--- config.mk ---
export PLATFORM = sky130hd
export DESIGN_NAME = neo_spike_detector
export DESIGN_NICKNAME = d
export VERILOG_FILES = /design/src/rtl/neo_pkg.sv /design/src/rtl/neo_threshold_calc.sv /design/src/rtl/neo_spike_detector.sv
export SDC_FILE = /design/constraint.sdc
export NUM_CORES = 1
export LEC_CHECK = 0
export CAP_MARGIN = 20
export CORE_ASPECT_RATIO = 2
export CORE_MARGIN = 3
export CORE_UTILIZATION = 43
export DETAILED_ROUTE_END_ITERATION = 7
export PLACE_DENSITY = 0.69
export SETUP_SLACK_MARGIN = 0.4
export SYNTH_ARGS = -nofsm -noshare
export SYNTH_HDL_FRONTEND = slang
export SYNTH_SLANG_ARGS = --single-unit
export TNS_END_PERCENT = 1
--- constraint.sdc ---
create_clock -name Clk -period 2.3 [get_ports Clk]
set_clock_uncertainty 0.05 [all_clocks]
set_input_delay 0.23 -clock Clk [delete_from_list [all_inputs] [get_ports Clk]]
set_output_delay 0.23 -clock Clk [all_outputs]
set_load 0.05 [all_outputs]
--- src/rtl/neo_pkg.sv ---
// Shared types and default widths for the NEO spike detector.
// Optional feature macro: NEO_REFRACTORY_EN (see neo_spike_detector.sv).
package neo_pkg;
  typedef enum logic [2:0] {IDLE, ACCUM, THRESH, SCAN, HOLD, DONE} state_t;

  localparam int P_N        = 8;
  localparam int P_M        = 16;
  localparam int P_THR_MULT = 4;
  localparam int P_REFRACT  = 3;

  localparam int AW   = $clog2(P_M) + 1;
  localparam int SUMW = P_N + $clog2(P_M);
  localparam int THRW = P_N + $clog2(P_THR_MULT) + 1;
endpackage

--- src/rtl/neo_threshold_calc.sv ---
// Turns the accumulated clamped sum into the spike threshold: (sum >> log2(M)) * THR_MULT,
// registered on load so the scan sees a stable threshold.
module neo_threshold_calc #(
  parameter int N        = 8,
  parameter int M        = 16,
  parameter int THR_MULT = 4
) (
  input  logic                                 Clk,
  input  logic                                 reset,
  input  logic                                 load,
  input  logic [N+$clog2(M)-1:0]               sum,
  output logic [N+$clog2(THR_MULT):0]          thr
);
  localparam int LG    = $clog2(M);
  localparam int TW    = N + $clog2(THR_MULT) + 1;
  localparam logic [TW-1:0] MULT = TW'(THR_MULT);

  logic [TW-1:0] mean;
  assign mean = TW'(sum >> LG);

  always_ff @(posedge Clk) begin
    if (reset)     thr <= '0;
    else if (load) thr <= mean * MULT;
  end
endmodule

--- src/rtl/neo_spike_detector.sv ---
// Two-pass NEO reader: accumulates clamped samples into an adaptive threshold, then rescans
// and emits a valid/ready event per sample above it. NEO_REFRACTORY_EN adds a post-spike dead time.
module neo_spike_detector
  import neo_pkg::*;
#(
  parameter int N        = P_N,
  parameter int M        = P_M,
  parameter int THR_MULT = P_THR_MULT,
  parameter int REFRACT  = P_REFRACT
) (
  input  logic                    Clk,
  input  logic                    reset,
  input  logic                    start,
  input  logic signed [N-1:0]     rdata,
  output logic [$clog2(M):0]      raddr,
  output logic                    spike_valid,
  input  logic                    spike_ready,
  output logic [$clog2(M):0]      spike_addr,
  output logic signed [N-1:0]     spike_value,
  output logic                    busy,
  output logic                    done
);
  localparam int LG  = $clog2(M);
  localparam int AWL = LG + 1;
  localparam int SW  = N + LG;
  localparam int TW  = N + $clog2(THR_MULT) + 1;

  state_t         state;
  logic [AWL-1:0] idx;
  logic [SW-1:0]  sum;
  logic [TW-1:0]  thr;
  logic [SW-1:0]  pos;
  logic           last, above, quiet, fire;

  assign raddr = idx;
  assign last  = (idx == AWL'(M - 1));
  assign pos   = rdata[N-1] ? '0 : {{LG{1'b0}}, rdata};
  // thr is never negative, so a zero-extended thr against sign-extended rdata is exact
  assign above = $signed({{(TW + 1 - N){rdata[N-1]}}, rdata}) > $signed({1'b0, thr});
  assign fire  = quiet && above;

  neo_threshold_calc #(.N(N), .M(M), .THR_MULT(THR_MULT)) u_thr (
    .Clk   (Clk),
    .reset (reset),
    .load  (state == THRESH),
    .sum   (sum),
    .thr   (thr)
  );

`ifdef NEO_REFRACTORY_EN
  localparam int RW = (REFRACT > 0) ? $clog2(REFRACT + 1) : 1;
  logic [RW-1:0] refr;
  assign quiet = (refr == '0);

  always_ff @(posedge Clk) begin
    if (reset)                                      refr <= '0;
    else if (state == IDLE && start)                refr <= '0;
    else if (state == HOLD && spike_ready)          refr <= RW'(REFRACT);
    else if (state == SCAN && !fire && refr != '0)  refr <= refr - 1'b1;
  end
`else
  assign quiet = 1'b1;
`endif

  always_ff @(posedge Clk) begin
    if (reset) begin
      state       <= IDLE;
      idx         <= '0;
      sum         <= '0;
      spike_valid <= 1'b0;
      spike_addr  <= '0;
      spike_value <= '0;
      busy        <= 1'b0;
      done        <= 1'b0;
    end else begin
      done <= 1'b0;
      case (state)
        IDLE: if (start) begin
          state <= ACCUM;
          idx   <= '0;
          sum   <= '0;
          busy  <= 1'b1;
        end
        ACCUM: begin
          sum <= sum + pos;
          if (last) begin
            idx   <= '0;
            state <= THRESH;
          end else idx <= idx + 1'b1;
        end
        THRESH: begin
          idx   <= '0;
          state <= SCAN;
        end
        SCAN: begin
          if (fire) begin
            spike_valid <= 1'b1;
            spike_addr  <= idx;
            spike_value <= rdata;
            state       <= HOLD;
          end else if (last) begin
            idx   <= '0;
            done  <= 1'b1;
            state <= DONE;
          end else idx <= idx + 1'b1;
        end
        HOLD: if (spike_ready) begin
          spike_valid <= 1'b0;
          if (last) begin
            idx   <= '0;
            done  <= 1'b1;
            state <= DONE;
          end else begin
            idx   <= idx + 1'b1;
            state <= SCAN;
          end
        end
        DONE: begin
          busy  <= 1'b0;
          state <= IDLE;
        end
        default: state <= IDLE;
      endcase
    end
  end
endmodule

==> results of run 1 <==
==> report_power, final <==
group	internal [mW]	leakage (nW)	switching, mW
Combinational	0.120	0.833	0.153
Sequential	0.771	0.359	0.0119
Clock	0.428	0.0642	0.271
Total	1.32	1.26	0.435
==> path summary, 6_finish.rpt <==
check                                      to  slack (ps)  cells after the start
hold / removal    spike_value[2]$_SDFFE_PP0P_         320                      3
hold reg to reg     u_thr.thr[8]$_SDFFE_PP0N_         420                      2
setup reg to reg        raddr[0]$_SDFFE_PP0P_         240                      7
setup / recovery        raddr[0]$_SDFFE_PP0P_         240                      7
==> sequential cells by signal (all words and copies together) (netlist names) <==
signal / count
busy: 1
done: 1
raddr: 5
spike_addr: 5
spike_valid: 1
spike_value: 8
state: 3
sum: 12
u_thr.thr: 8
==> through the flow <==
stage / setup TNS, ps / setup WS [ps] / std cells / total power, mW / cell area [um^2]
finish: 0 / 237 / 428 / 1.75 / 3350
global route: 0 / 149 / 428 / 1.83 / 3350
CTS: 0 / 285 / 427 / 1.76 / 3320
detailed placement: -7030 / -302 / 417 / 1.05 / 3090
global placement: -5910 / -268 / 417 / 1.04 / 3090
floorplan: 0 / 333 / 304 / 0.941 / 2500
==> layer usage <==
layer	GRT usage	share of wire	vias to the layer above
li1	-	-	1226
met1	0.231	0.38	1203
met2	0.378	0.54	65
met3	0.0426	0.028	27
met4	0.144	0.052	0
met5	0	0	-
==> layout make-up <==
class | count | area, um^2
Sequential cell | 44 | 888
Tap cell | 60 | 75.1
Fill cell | 482 | 2110
Timing Repair Buffer | 69 | 599
Clock inverter | 2 | 60.1
Clock buffer | 5 | 68.8
Multi-Input combinational cell | 231 | 1600
Inverter | 17 | 63.8
==> cells by family (layout without fill, tap and decap cells) <==
group                    after synthesis  after routing  share of synthesized area
AND/OR/NAND/NOR                      113            113                      0.241
AO/OA/AOI/OAI                         97             97                      0.244
flip-flops                            44             44                      0.361
buffers and inverters                 29             93                     0.0467
adder cells (fa/ha/maj)               18             18                     0.0954
multiplexers                           2              2                    0.00872
XOR/XNOR                               1              1                    0.00359
==> tightest hold or removal path, delay by kind of cell <==
| kind | cells | cell delay [ps] |
|---|---|---|
| AO/OA/AOI/OAI | 1 | 60 |
| buffers and inverters | 1 | 250 |
| AND/OR/NAND/NOR | 1 | 80 |
==> cell usage after synthesis (2+ instances only) <==
library cell	number
o311ai_0	2
nand3_1	21
o41ai_1	2
ha_1	17
a32oi_1	2
nand2_1	30
a211oi_1	2
inv_1	17
o211a_1	2
nor3_1	7
o21bai_1	2
nand4_1	2
o21ai_0	21
a22oi_1	3
nand3b_1	2
or4_1	2
clkbuf_1	10
dfxtp_1	44
o211ai_1	4
a21oi_1	38
o21ai_1	6
a31oi_1	2
nor2b_1	11
nand4b_1	3
and3_1	3
nand2b_1	2
or3_1	2
nor2_1	21
o32ai_1	2
==> timing repair <==
item | 4_1_cts | 5_1_grt
gates cloned | 1 | 1
setup endpoints to repair | 31 | 33
pin swaps | 16 | 1
setup buffers | 2 | 0
gates resized for setup | 32 | 6
==> impl_metrics.ini, run 1 <==
[timing]
hold_violations = 0
whs_ps = 316
drv_slew = 0
period_share = 0.897
worstMarginPinSlew_ps = 535
fmax_ghz = 0.485
period_needed_ps = 2060
setup_viol = 0
grt_setup_unrepaired = true
relSlewSlack = 0.642

[global_routing]
grt_pass1_wl_um = 11400
grt_start_max_net_pins = 32
gr-usage-all-layers = 0.220
grt.overflow.total = 0
antenna_found_initial = 0
grt_pass1_vias = 2497

[place]
place_hpwl_um = 5120
gp_congestion = 0.849
port_buffers = 32

[worst_setup_path]
worstSetupPathType = reg -> reg
crit_chain = inv_2 -> ha_4 -> nand4_1 -> or4_4 -> o211ai_4 -> o21ai_4 -> mux2_4
cp.required_ps = 2450
critPathBufInv = 1
path_delay_family = simple AND/OR/NAND/NOR gates
crit_slowest_cell = or4_4
slowest_delay_ps = 540
crit_path_start_kind = register
startpoint = u_thr.thr[5]$_SDFFE_PP0N_
crit_path_end_kind = register
path_max_fanout = 5
timing.rr.start = u_thr.thr[5]$_SDFFE_PP0N_
critPathArrivalTime_ps = 2210

[drt]
ant_nets = 0
drt-vias-per-instance = 5.89
drt_iter0_drc = 80
drc = 0
wl_um = 7110
wire_per_inst_um = 16.6
num_vias = 2521
drtPass1Iterations = 4

[finish]
final_nets = 398
drive_gt1_frac = 0.212
syn_to_final_growth_pct = 37.5
final_common_cell = dfxtp_1
final_util = 0.614
antenna_cells = 0
layout_common_cells = 38 x dfxtp_1, 37 x a21oi_1, 33 x buf_4, 30 x nand2_1, 24 x clkdlybuf4s50_1

[synthesis]
synth_edf_count = 0
ys_warn_count = 0
seq_area_frac_synth = 0.361
yosysTopAreaCell = dfxtp_1
synth_top_area_frac = 0.361
synthTopCellsByArea = dfxtp_1 36%, ha_1 8.7%, a21oi_1 7.8%
syn_nets = 334
syn_avg_cell_area_um2 = 8.03
synth_seq_cells = 44
netlist_instances = 304
synthesis.area_um2 = 2440
async_flop_share = 0
netlist-cell-type-count = 51
ys.flop_type = dfxtp_1

[worst_hold_path]
hold_start = rdata[2]
hold_class = in -> reg

[clock_tree]
numCtsBuffers = 5
cts.htree.levels = 2
cts_buffer_depth = 2
hold_buffers = 0
cts_sinks = 44
cts.clk_slew.worst_paths_ps = 90
cts_tree = done
cts_root_buf = clkbuf_8
insertion_delay_ps = 300

[floorplan]
std_cell_rows = 38
start_util = 0.446
coreArea_um2 = 5470
top_level_ports = 33
die_x_um = 59.3
dieHeight_um = 113
die_area_um2 = 6670

[outcome]
status = completed

[power]
leakage_nw = 1.26
peakVddDrop_mv = 0.603
pwr_density_cell_nw_per_um2 = 523

[run]
cap_viol_max_count = 0
Note: power is estimated with default switching activity, not from simulation.
==> run 2: changes to the inputs <==
Settings changed: CORE_MARGIN 3 to 10, CORE_UTILIZATION 43 to 55, PLACE_DENSITY 0.69 to 0.84.
==> impl_metrics.ini, run 2 (synthesis gave the netlist of run 1 again) <==
[outcome]
status = completed

[worst_hold_path]
hold_start = rdata[2]
hold_class = in -> reg
worstHoldEndpoint = spike_value[2]$_SDFFE_PP0P_
hold_depth = 3

[floorplan]
top_level_ports = 33
start_util = 0.562
coreArea_um2 = 4340
std_cell_rows = 34
die_area_um2 = 7660
die_x_um = 67.1
dieHeight_um = 114

[worst_setup_path]
r2r_end = raddr[0]$_SDFFE_PP0P_
cp.required_ps = 2460
crit_chain = inv_1 -> ha_2 -> a2111oi_4 -> o21ai_2 -> o211ai_4 -> o21ai_4 -> mux2_4
timing.rr.start = u_thr.thr[7]$_SDFFE_PP0N_
path_max_fanout = 5
r2r_cells = 7
slowest_delay_ps = 390
path_delay_family = compound AO/OA/AOI/OAI gates
critPathBufInv = 1
r2r_setup_slack_ps = 180
crit_path_start_kind = register
worstSetupPathType = reg -> reg
crit_path_end_kind = register
critPathArrivalTime_ps = 2280
crit_slowest_cell = a2111oi_4

[timing]
setup_viol = 0
relSlewSlack = 0.629
hold_violations = 0
fin_ws_ps = 183
period_share = 0.920
drv_slew = 0
final.setup.tns_ps = 0
period_needed_ps = 2120
fmax_ghz = 0.472
worstMarginPinSlew_ps = 555
grt_setup_unrepaired = true

[drt]
drt-vias-per-instance = 6.21
wire_per_inst_um = 18.4
drt_iter0_drc = 191
drc = 0
drtPass1Iterations = 5
wl_um = 7800
ant_nets = 0
num_vias = 2625

[clock_tree]
insertion_delay_ps = 310
cts_root_buf = clkbuf_8
cts.clk_slew.worst_paths_ps = 90
cts_tree = done
cts.htree.levels = 2
cts_sinks = 44
numCtsBuffers = 5
cts_buffer_depth = 2

[finish]
antenna_cells = 0
seqCellArea_um2 = 888
syn_to_final_growth_pct = 35.1
multi_input_area_um2 = 1580
final_area_um2 = 3300
final_common_cell = dfxtp_1
drive_gt1_frac = 0.214
layout_common_cells = 38 x dfxtp_1, 35 x a21oi_1, 32 x buf_4, 30 x nand2_1, 24 x clkdlybuf4s50_1
fillers = 303
final_util = 0.760
final_nets = 398
largest_register = sum
largest_reg_flops = 12
largestRegisters = sum x12, spike_value x8, u_thr.thr x8

[global_routing]
gr-usage-all-layers = 0.209
grt.overflow.total = 0
grt_pass1_wl_um = 12700
antenna_found_initial = 0
grt_start_max_net_pins = 28
grt_pass1_vias = 2750

[place]
dpl-instance-area_um2 = 3060
gp_congestion = 0.879
place_hpwl_um = 5270
port_buffers = 32
pre_cts_ws_ps = -354

[power]
leakage_nw = 1.22
peakVddDrop_mv = 0.563
pwr_density_cell_nw_per_um2 = 481
p_total_mw = 1.59

[run]
cap_viol_max_count = 0
run 2: cell count changes in the layout (fill, tap and decap cells not counted), sizes merged:
cell | before | now
bufinv | 2 | 0
clkbuf | 5 | 7
clkinvlp | 0 | 1
run 2: tightest hold or removal path, cell delays in order:
cell and delay (ps):
dlygate4sd2_1 270, nand3_1 90, a21oi_1 60
run 2: power by group:
| part | total (mW) | switching, mW | internal, mW |
|---|---|---|---|
| combinational | 0.274 | 0.155 | 0.119 |
| sequential | 0.784 | 0.0126 | 0.771 |
| clock | 0.528 | 0.284 | 0.244 |
run 2: layout make-up:
class	count	share of cell area
tap	54	0.0205
inverter	17	0.0194
sequential	44	0.269
clock inverter	1	0.00228
multi-input combinational	231	0.479
timing repair buffer	69	0.183
clock buffer	7	0.0262
run 2: through the flow:
stage                     std cells  hold WS, ps
after CTS                       422          329
after global routing            423          350
after floorplan                 304          328
after global placement          408          394
after detailed placement        408          403
final                           423          324
run 2: how the worst max path moves through the flow:
stage                                         start                    end  slack (ps)  cells after the start
after global placement                     rdata[7]  raddr[0]$_SDFFE_PP0P_        -220                      9
final                     u_thr.thr[7]$_SDFFE_PP0N_  raddr[0]$_SDFFE_PP0P_         180                      7
after CTS                 u_thr.thr[5]$_SDFFE_PP0N_  raddr[0]$_SDFFE_PP0P_         290                      7
after floorplan           u_thr.thr[6]$_SDFFE_PP0N_  raddr[0]$_SDFFE_PP0P_         330                      7
after detailed placement                   rdata[7]  raddr[0]$_SDFFE_PP0P_        -350                      8
after global routing      u_thr.thr[7]$_SDFFE_PP0N_  raddr[0]$_SDFFE_PP0P_         140                      7
run 2: layer usage:
| layer | wire [um] | share of wire | vias up | global-route usage |
|---|---|---|---|---|
| met3 | 391 | 0.050 | 32 | 0.0451 |
| li1 | - | - | 1234 | - |
| met4 | 387 | 0.050 | 0 | 0.103 |
| met2 | 4280 | 0.55 | 112 | 0.384 |
| met1 | 2750 | 0.35 | 1247 | 0.207 |
| met5 | 0 | 0 | - | 0 |
run 2: timing repair:
item,in CTS,in global routing
gates resized for setup,33,6
pin swaps,15,2
buffers inserted,5,0
hold buffers,0,0
gates cloned,1,1
setup endpoints to repair,32,34
==> run 3: changes to the inputs <==
Settings changed: CORE_UTILIZATION 55 to 59, PLACE_DENSITY 0.84 to 0.94.
Clock period 2.3 ns to 2.6 ns, I/O delays scaled along.
==> impl_metrics.ini, run 3 (synthesis gave the netlist of run 1 again) <==
[floorplan]
dieHeight_um = 111
die_area_um2 = 7260
std_cell_rows = 33
top_level_ports = 33
start_util = 0.603
die_x_um = 65.5
coreArea_um2 = 4050

[clock_tree]
cts_root_buf = clkbuf_8
numCtsBuffers = 5
cts.clk_slew.worst_paths_ps = 90
cts_tree = done
hold_buffers = 0
cts_sinks = 44
insertion_delay_ps = 310
cts_buffer_depth = 2
cts.htree.levels = 2

[finish]
largest_reg_flops = 12
drive_gt1_frac = 0.123
antenna_cells = 0
final_nets = 379
largestRegisters = sum x12, spike_value x8, u_thr.thr x8
largest_register = sum
syn_to_final_growth_pct = 27.2
final_common_cell = dfxtp_1
layout_common_cells = 44 x dfxtp_1, 36 x a21oi_1, 30 x nand2_1, 28 x clkdlybuf4s50_1

[worst_setup_path]
critPathArrivalTime_ps = 2340
cp.required_ps = 2740
worstSetupPathType = in -> reg
crit_chain = clkdlybuf4s50_1 -> ha_1 -> nand4_1 -> or4_4 -> o211ai_4 -> o21ai_4 -> mux2_1
r2r_end = raddr[0]$_SDFFE_PP0P_
r2r_setup_slack_ps = 430
crit_path_start_kind = primary input
crit_slowest_cell = or4_4
timing.rr.start = u_thr.thr[8]$_SDFFE_PP0N_
r2r_cells = 8
path_max_fanout = 5
crit_path_end_kind = register
slowest_delay_ps = 540

[worst_hold_path]
worstHoldEndpoint = spike_value[3]$_SDFFE_PP0P_
hold_depth = 3
hold_start = rdata[3]
hold_class = in -> reg

[timing]
worstMarginPinSlew_ps = 752
drv_slew = 0
relSlewSlack = 0.495
period_share = 0.844
period_needed_ps = 2190
fin_ws_ps = 407
whs_ps = 248
fmax_ghz = 0.456
setup_viol = 0
hold_violations = 0
grt_setup_unrepaired = true

[outcome]
status = completed

[global_routing]
antenna_found_initial = 0
grt_pass1_vias = 2618
gr-usage-all-layers = 0.200
grt_start_max_net_pins = 27
grt.overflow.total = 0
grt_pass1_wl_um = 11900

[drt]
drc = 0
wl_um = 7440
drtPass1Iterations = 5
ant_nets = 0
drt-vias-per-instance = 6.36
num_vias = 2551
drt_iter0_drc = 113
wire_per_inst_um = 18.6

[place]
port_buffers = 32
gp_congestion = 0.965
pre_cts_ws_ps = -136
place_hpwl_um = 5230

[power]
pwr_density_cell_nw_per_um2 = 433
leakage_nw = 1.11
peakVddDrop_mv = 0.469

[run]
cap_viol_max_count = 0
[run 3: critical path: cells and delay by family]
kind,cells,cell delay (ps)
mux,1,330
compound gates,2,270
buf+inv,1,440
fa+ha+maj,1,340
simple gates,2,690
[run 3: what timing repair did]
action,in CTS,in global routing
pin swaps,0,4
buffers inserted,0,0
endpoints found under the setup margin,29,29
resized for setup,4,21
[run 3: how the worst max path moves through the flow]
stage,startpoint,endpoint,slack [ps],cells after the start
final,rdata[5],raddr[0]$_SDFFE_PP0P_,410,7
after global routing,rdata[5],raddr[0]$_SDFFE_PP0P_,350,7
after CTS,u_thr.thr[8]$_SDFFE_PP0N_,raddr[0]$_SDFFE_PP0P_,380,7
after detailed placement,rdata[7],raddr[0]$_SDFFE_PP0P_,-140,7
after global placement,rdata[7],raddr[0]$_SDFFE_PP0P_,-70,7
after floorplan,rdata[0],sum[10]$_SDFFE_PP0P_,590,9
[run 3: layout make-up]
cell class	instances	area (um^2)
tap	52	65.1
timing repair buffer	50	458
multi-input combinational	231	1560
inverter	17	63.8
clock buffer	5	68.8
fill	298	942
sequential	44	881
clock inverter	2	12.5
[run 3: layer usage]
metal / global-route usage / share of wire / up-vias
li1: - / - / 1194
met1: 0.188 / 0.35 / 1225
met2: 0.366 / 0.55 / 98
met3: 0.0374 / 0.045 / 34
met4: 0.135 / 0.051 / 0
met5: 0 / 0 / -
[run 3: stage by stage]
stage,area [um^2],util,total power [mW],setup TNS [ps],instances
2_1_floorplan,2440,-,0.825,0,304
3_3_place_gp,2910,0.719,0.896,-408,394
3_5_place_dp,2910,0.719,0.904,-1500,394
4_1_cts,3000,0.740,1.32,0,401
5_1_grt,3100,0.767,1.38,0,401
6_report,3100,0.767,1.34,0,401
[run 3: where the power goes]
group / internal (mW) / leakage (nW) / switching (mW)
Combinational: 0.0874 / 0.718 / 0.131
Clock: 0.182 / 0.0400 / 0.249
Sequential: 0.682 / 0.355 / 0.0125
